==> src/rtl/wave_gen_pkg.sv <==
// Shared definitions for the multi-mode waveform generator.
// Mode encodings match the 2-bit mode input of wave_gen.
package wave_gen_pkg;

  localparam int unsigned MODE_W = 2;

  typedef enum logic [MODE_W-1:0] {
    MODE_SAW   = 2'd0,
    MODE_SQR   = 2'd1,
    MODE_TRI   = 2'd2,
    MODE_RECIP = 2'd3
  } wave_mode_e;

  // Triangle fold: doubled phase, mirrored in the upper half of the period.
  function automatic logic [7:0] tri_fold8(input logic [7:0] p);
    logic [7:0] s;
    s = {p[6:0], 1'b0};
    return p[7] ? ~s : s;
  endfunction

endpackage

==> src/rtl/seq_divider.sv <==
// Restoring unsigned divider: one quotient bit per clock, WIDTH clocks from start to done.
// The first iteration is folded into the start cycle so done pulses exactly WIDTH cycles after start.
module seq_divider #(
  parameter int unsigned WIDTH = 8
) (
  input  logic             clk,
  input  logic             rst,
  input  logic             start,
  input  logic [WIDTH-1:0] dividend,
  input  logic [WIDTH-1:0] divisor,
  output logic             busy,
  output logic             done,
  output logic [WIDTH-1:0] quotient
);

  localparam int unsigned CNT_W = $clog2(WIDTH + 1);

  typedef enum logic {
    DV_IDLE,
    DV_RUN
  } dv_state_e;

  dv_state_e        state_q;
  logic [CNT_W-1:0] cnt_q;
  logic [WIDTH-1:0] rem_q;
  logic [WIDTH-1:0] quo_q;
  logic [WIDTH-1:0] den_q;

  logic [WIDTH-1:0] src_rem;
  logic [WIDTH-1:0] src_quo;
  logic [WIDTH-1:0] src_den;
  logic [WIDTH:0]   trial;
  logic [WIDTH:0]   diff;
  logic [WIDTH-1:0] nxt_rem;
  logic [WIDTH-1:0] nxt_quo;

  assign busy = (state_q == DV_RUN);

  always_comb begin
    src_rem = '0;
    src_quo = dividend;
    src_den = divisor;
    if (state_q == DV_RUN) begin
      src_rem = rem_q;
      src_quo = quo_q;
      src_den = den_q;
    end
    // Shift the next dividend bit into the partial remainder and try a subtract.
    trial = {src_rem, src_quo[WIDTH-1]};
    diff  = trial - {1'b0, src_den};
    if (!diff[WIDTH]) begin
      nxt_rem = diff[WIDTH-1:0];
      nxt_quo = {src_quo[WIDTH-2:0], 1'b1};
    end else begin
      nxt_rem = trial[WIDTH-1:0];
      nxt_quo = {src_quo[WIDTH-2:0], 1'b0};
    end
  end

  always_ff @(posedge clk) begin
    if (rst) begin
      state_q  <= DV_IDLE;
      cnt_q    <= '0;
      rem_q    <= '0;
      quo_q    <= '0;
      den_q    <= '0;
      done     <= 1'b0;
      quotient <= '0;
    end else begin
      done <= 1'b0;
      case (state_q)
        DV_IDLE: begin
          if (start) begin
            rem_q   <= nxt_rem;
            quo_q   <= nxt_quo;
            den_q   <= divisor;
            cnt_q   <= CNT_W'(WIDTH - 1);
            state_q <= DV_RUN;
          end
        end
        DV_RUN: begin
          rem_q <= nxt_rem;
          quo_q <= nxt_quo;
          cnt_q <= cnt_q - CNT_W'(1);
          if (cnt_q == CNT_W'(1)) begin
            quotient <= nxt_quo;
            done     <= 1'b1;
            state_q  <= DV_IDLE;
          end
        end
        default: state_q <= DV_IDLE;
      endcase
    end
  end

endmodule

==> src/rtl/wave_gen.sv <==
// Multi-mode waveform generator: prescaled phase counter feeding a sample mux.
// Reciprocal samples are produced by seq_divider and stall the prescaler while in flight.
module wave_gen
  import wave_gen_pkg::*;
#(
  parameter int unsigned WIDTH = 8,
  parameter int unsigned DIV_W = 8
) (
  input  logic              clk,
  input  logic              rst,
  input  logic              en,
  input  logic [MODE_W-1:0] mode,
  input  logic [DIV_W-1:0]  freq_div,
  output logic [WIDTH-1:0]  wave,
  output logic              wave_valid,
  output logic              period_start
);

  localparam logic [WIDTH-1:0] FULL_SCALE = '1;

  logic [DIV_W-1:0] pre_cnt;
  logic [WIDTH-1:0] phase;
  wave_mode_e       mode_q;

  wave_mode_e       mode_in;
  wave_mode_e       sel_mode;
  logic [WIDTH-1:0] p_next;
  logic             p_wrap;
  logic             tick;
  logic             recip_path;
  logic [WIDTH-1:0] tri_s;
  logic [WIDTH-1:0] sample;
  logic [WIDTH-1:0] div_den;

  logic             div_start;
  logic             dv_busy;
  logic             dv_done;
  logic             div_busy;
  logic [WIDTH-1:0] dv_quotient;

  always_comb begin
    mode_in  = wave_mode_e'(mode);
    p_next   = phase + WIDTH'(1);
    p_wrap   = (p_next == '0);
    // A new mode takes effect on the wrapping sample, so phase 0 already uses it.
    sel_mode = p_wrap ? mode_in : mode_q;
    div_busy = div_start | dv_busy | dv_done;
    tick     = en & (pre_cnt >= freq_div) & ~div_busy;
    recip_path = (sel_mode == MODE_RECIP) && !p_wrap;
    tri_s    = {p_next[WIDTH-2:0], 1'b0};
    // Phase is frozen while the divider runs, so its negation is the divisor 2^WIDTH - p.
    div_den  = ~phase + WIDTH'(1);
    sample   = '0;
    case (sel_mode)
      MODE_SAW: sample = p_next;
      MODE_SQR: sample = p_next[WIDTH-1] ? FULL_SCALE : '0;
      MODE_TRI: sample = p_next[WIDTH-1] ? ~tri_s : tri_s;
      default:  sample = '0;
    endcase
  end

  seq_divider #(
    .WIDTH(WIDTH)
  ) u_div (
    .clk      (clk),
    .rst      (rst),
    .start    (div_start),
    .dividend (FULL_SCALE),
    .divisor  (div_den),
    .busy     (dv_busy),
    .done     (dv_done),
    .quotient (dv_quotient)
  );

  always_ff @(posedge clk) begin
    if (rst) begin
      pre_cnt      <= '0;
      phase        <= '0;
      mode_q       <= MODE_SAW;
      wave         <= '0;
      wave_valid   <= 1'b0;
      period_start <= 1'b0;
      div_start    <= 1'b0;
    end else begin
      wave_valid   <= 1'b0;
      period_start <= 1'b0;
      div_start    <= 1'b0;

      if (tick) begin
        pre_cnt <= '0;
      end else if (en) begin
        pre_cnt <= pre_cnt + DIV_W'(1);
      end

      if (!en || (tick && p_wrap)) begin
        mode_q <= mode_in;
      end

      if (tick) begin
        phase <= p_next;
        if (recip_path) begin
          div_start <= 1'b1;
        end else begin
          wave         <= sample;
          wave_valid   <= 1'b1;
          period_start <= p_wrap;
        end
      end

      if (dv_done) begin
        wave       <= dv_quotient;
        wave_valid <= 1'b1;
      end
    end
  end

endmodule

==> config.mk <==
export PLATFORM = sky130hd
export DESIGN_NAME = wave_gen
export DESIGN_NICKNAME = d
export VERILOG_FILES = /design/src/rtl/wave_gen_pkg.sv /design/src/rtl/seq_divider.sv /design/src/rtl/wave_gen.sv
export SDC_FILE = /design/constraint.sdc
export NUM_CORES = 1
export LEC_CHECK = 0
export ABC_AREA = 1
export BUFFER_PORTS_ARGS = -buffer_cell sky130_fd_sc_hd__buf_2
export CAP_MARGIN = 20
export CORE_MARGIN = 2
export CORE_UTILIZATION = 25
export DETAILED_ROUTE_END_ITERATION = 10
export PLACE_DENSITY = 0.38
export RECOVER_POWER = 50
export SLEW_MARGIN = 15
export SYNTH_ARGS = -nofsm -noshare
export SYNTH_HDL_FRONTEND = slang
export SYNTH_HIERARCHICAL = 1
export SYNTH_SLANG_ARGS = --single-unit
==> constraint.sdc <==
create_clock -name clk -period 4.7 [get_ports clk]
set_input_delay 0.705 -clock clk [delete_from_list [all_inputs] [get_ports clk]]
set_output_delay 0.705 -clock clk [all_outputs]
set_load 0.02 [all_outputs]
==> results.cfg <==
[status]
outcome = complete, no violations

[route]
avgRoutedWirePerCell_um = 12.6
antenna_left = 0
wl_um = 10400
drtIter0Drc = 160
first_pass_iters = 5
dr_total_vias = 3603
via_per_inst = 4.36
drcViolationCount = 0

[sta]
slew_headroom_pct = 18.9
tns_ps = 0
rsz0062_at_grt = no
fin_hold_ws_ps = 454
fin_crit_sh_pct = 71.1
timing.fmax_mhz = 299
clock_skew_ps = 5.46
maxSlewViolCount = 0
max_slew.worst_pin.slew_ps = 1220
setup_viol = 0
setup_ws_ps = 1360
period_needed_ps = 3340
hold_violations = 0

[worst_setup_path]
cp_max_fo = 22
path_cells = clkbuf_1 -> nand2_1 -> inv_1 -> ha_1 -> nand2_2 -> inv_2 -> a21oi_4 -> nand3_2 -> nand2_4 -> nand2_4 -> nor2_1 -> nor2_1
crit_required_ps = 4930
worst_ep_arrival_time_ps = 3570
cp_slowest_cell = clkbuf_1
end_kind = flop
start_kind = flop
path_class = flop to flop
reg2reg_slack_ps = 1360
max_stage_delay_ps = 890

[placed_design]
dp_hpwl_um = 7850
preCtsSetupSlack_ps = 1720
port-buffer-count = 22
place_inst = 813
gp_congestion = 0.820

[floorplanning]
fp-row-count = 47
core_area_sq_um = 16500
initial_core_util_pct = 25.4
die_x_um = 133
dieArea_sq_um = 17800
chipHeight_um = 133
io_pins = 23

[synth]
yosys.area.top_type = dfxtp_1
ys_ff_latch = 67
yosysSeqAreaShare_pct = 32.1
synth_warnings = 6
postSynthAreaPerCell_sq_um = 7.22
synthDistinctLibCells = 43
synth_top_area_share_pct = 32.1
synth-edff-count = 0
synthTopCellsByArea = dfxtp_1, nand2_1, ha_1
netlist_area_sq_um = 4180
synth_flop_cell = dfxtp_1
netlist_instances = 579
ys_async_sr_fraction_pct = 0

[clock_tree]
cts_buffers = 9
post-cts-setup-buffers = 0
postCtsHoldBufs = 0
clk_pin_slew_ps = 60
root_buffer = clkbuf_16
ctsResizeCount = 0
h-tree-depth = 3
ctsLongestPathBuffers = 2
cts_tree = done
insertion_delay_ps = 330
cts_num_sinks = 67

[global_route]
grt_pass1_wl_um = 17200
grt_usage_pct = 12.3
grt_max_degree = 35
grt_remaining_overflow = 0
first_global_vias = 3391
antenna_found_initial = 0

[finish]
nets = 640
nFillCells = 1819
stdcell_count = 827
n_antenna_cell = 0
syn2layout_area_growth_pct = 14.3
drive_gt1_share_pct = 13.8

[flow_run]
max-cap-violations = 0

[power]
power_frac_seq_pct = 44.2
clkPwrFrac_pct = 50.7
switching_power_mw = 0.292
p_int_mw = 1.01
powerDensity_nw_per_um2 = 272
swShare_pct = 22.4
ir_drop_v = 0.000156
cellLeakagePower_nw = 2.09
power_frac_comb_pct = 5.1

[worst_hold_path]
hold_path.class = flop to flop
## worst paths after layout
check                 startpoint  cells after the start             end
setup / recovery      u_div/busy                     12  u_div/rem_q[1]
hold reg to reg   u_div/den_q[1]                      2  u_div/den_q[1]
setup reg to reg      u_div/busy                     12  u_div/rem_q[1]
hold / removal    u_div/den_q[1]                      2  u_div/den_q[1]
## per-layer routing
layer	part of all wire, %	global-route usage (%)	wire [um]
met1	50	16.3	5180
met2	47	19.9	4880
met3	2.7	3.01	281
met4	0.80	3.55	83
met5	0	0	0
## critical path: cells and delay by family, from the launching register on
| family | cells | cell delay [ps] |
|---|---|---|
| buffers and inverters | 3 | 1050 |
| adder cells (fa/ha/maj) | 1 | 270 |
| AO/OA/AOI/OAI | 1 | 220 |
| flip-flops | 1 | 770 |
| AND/OR/NAND/NOR | 7 | 920 |
## power groups by stage
stage               clock network [mW]  registers (mW)  logic, mW
CTS                              0.690           0.574     0.0682
global placement                     0           0.587     0.0673
global route                     0.711           0.575     0.0755
detailed placement                   0           0.587     0.0678
finish                           0.661           0.575     0.0665
floorplan                            0           0.586     0.0494
## flip-flops by register name, summed over array words and instances (netlist names)
| name | count |
|---|---|
| phase | 8 |
| pre_cnt | 8 |
| u_div/den_q | 8 |
| u_div/quo_q | 8 |
| u_div/quotient | 8 |
| u_div/rem_q | 8 |
| wave | 8 |
| u_div/cnt_q | 4 |
| mode_q | 2 |
| div_start | 1 |
| period_start | 1 |
| u_div/busy | 1 |
| u_div/done | 1 |
| wave_valid | 1 |
## layout by cell type, fill, tap and decap left out, drive strengths merged, types with 3 or more instances in the layout
cell type / n
xor2: 16
conb: 8
nand3: 60
a21oi: 33
buf: 11
nor3: 4
mux2i: 8
ha: 22
or2: 4
nand3b: 3
o21ai: 41
dfxtp: 67
o22ai: 6
clkbuf: 23
a21boi: 3
xnor2: 3
inv: 77
nand2: 149
nor2: 51
nand4: 7
clkinv: 3
## cell type report
| type | count | area, sq um | share of cell area [%] |
|---|---|---|---|
| Clock buffer | 11 | 243 | 5.08 |
| Clock inverter | 3 | 40.0 | 0.838 |
| Sequential cell | 67 | 1340 | 28.1 |
| Multi-Input combinational cell | 425 | 2480 | 52.0 |
| Tap cell | 220 | 275 | 5.76 |
| Timing Repair Buffer | 23 | 100 | 2.09 |
| Inverter | 78 | 295 | 6.18 |
## per-stage QoR
stage / util, % / cell area [sq um] / power, mW
6_report: 29.0 / 4780 / 1.30
2_1_floorplan: - / 4210 / 0.635
4_1_cts: 29.1 / 4800 / 1.33
5_1_grt: 29.0 / 4780 / 1.36
3_3_place_gp: 27.4 / 4510 / 0.654
3_5_place_dp: 27.4 / 4510 / 0.655
## logic make-up (layout without fill, tap and decap cells)
group / count (synthesis) / count (layout) / synth area share (%)
xor+xnor: 19 / 19 / 3.98
mux: 8 / 8 / 1.92
flops: 67 / 67 / 32.1
other cells: 1 / 8 / 0.0897
simple gates: 280 / 280 / 33.9
compound gates: 87 / 87 / 11.9
buf+inv: 94 / 115 / 9.10
fa+ha+maj: 23 / 23 / 7.06
## synth_stat cells (2+ instances only)
library cell and count:
nand3_2 6, ha_1 22, xnor2_1 3, xor2_1 16
a21oi_2 5, a21boi_1 3, dfxtp_1 67, nand2_4 10
mux2i_1 8, nand3_4 3, nor3_1 4, inv_2 7
inv_1 69, a21oi_1 27, nand2_1 126, nand3b_1 3
or2_2 3, o21ai_0 33, nand4_1 7, o22ai_1 6
o21ai_1 8, nand3_1 51, nand2_2 13, buf_4 2
nor2_1 41, nor2_2 4, buf_2 8, nor2_4 5
clkbuf_1 5
No activity file was read; power rests on OpenSTA's default activity.
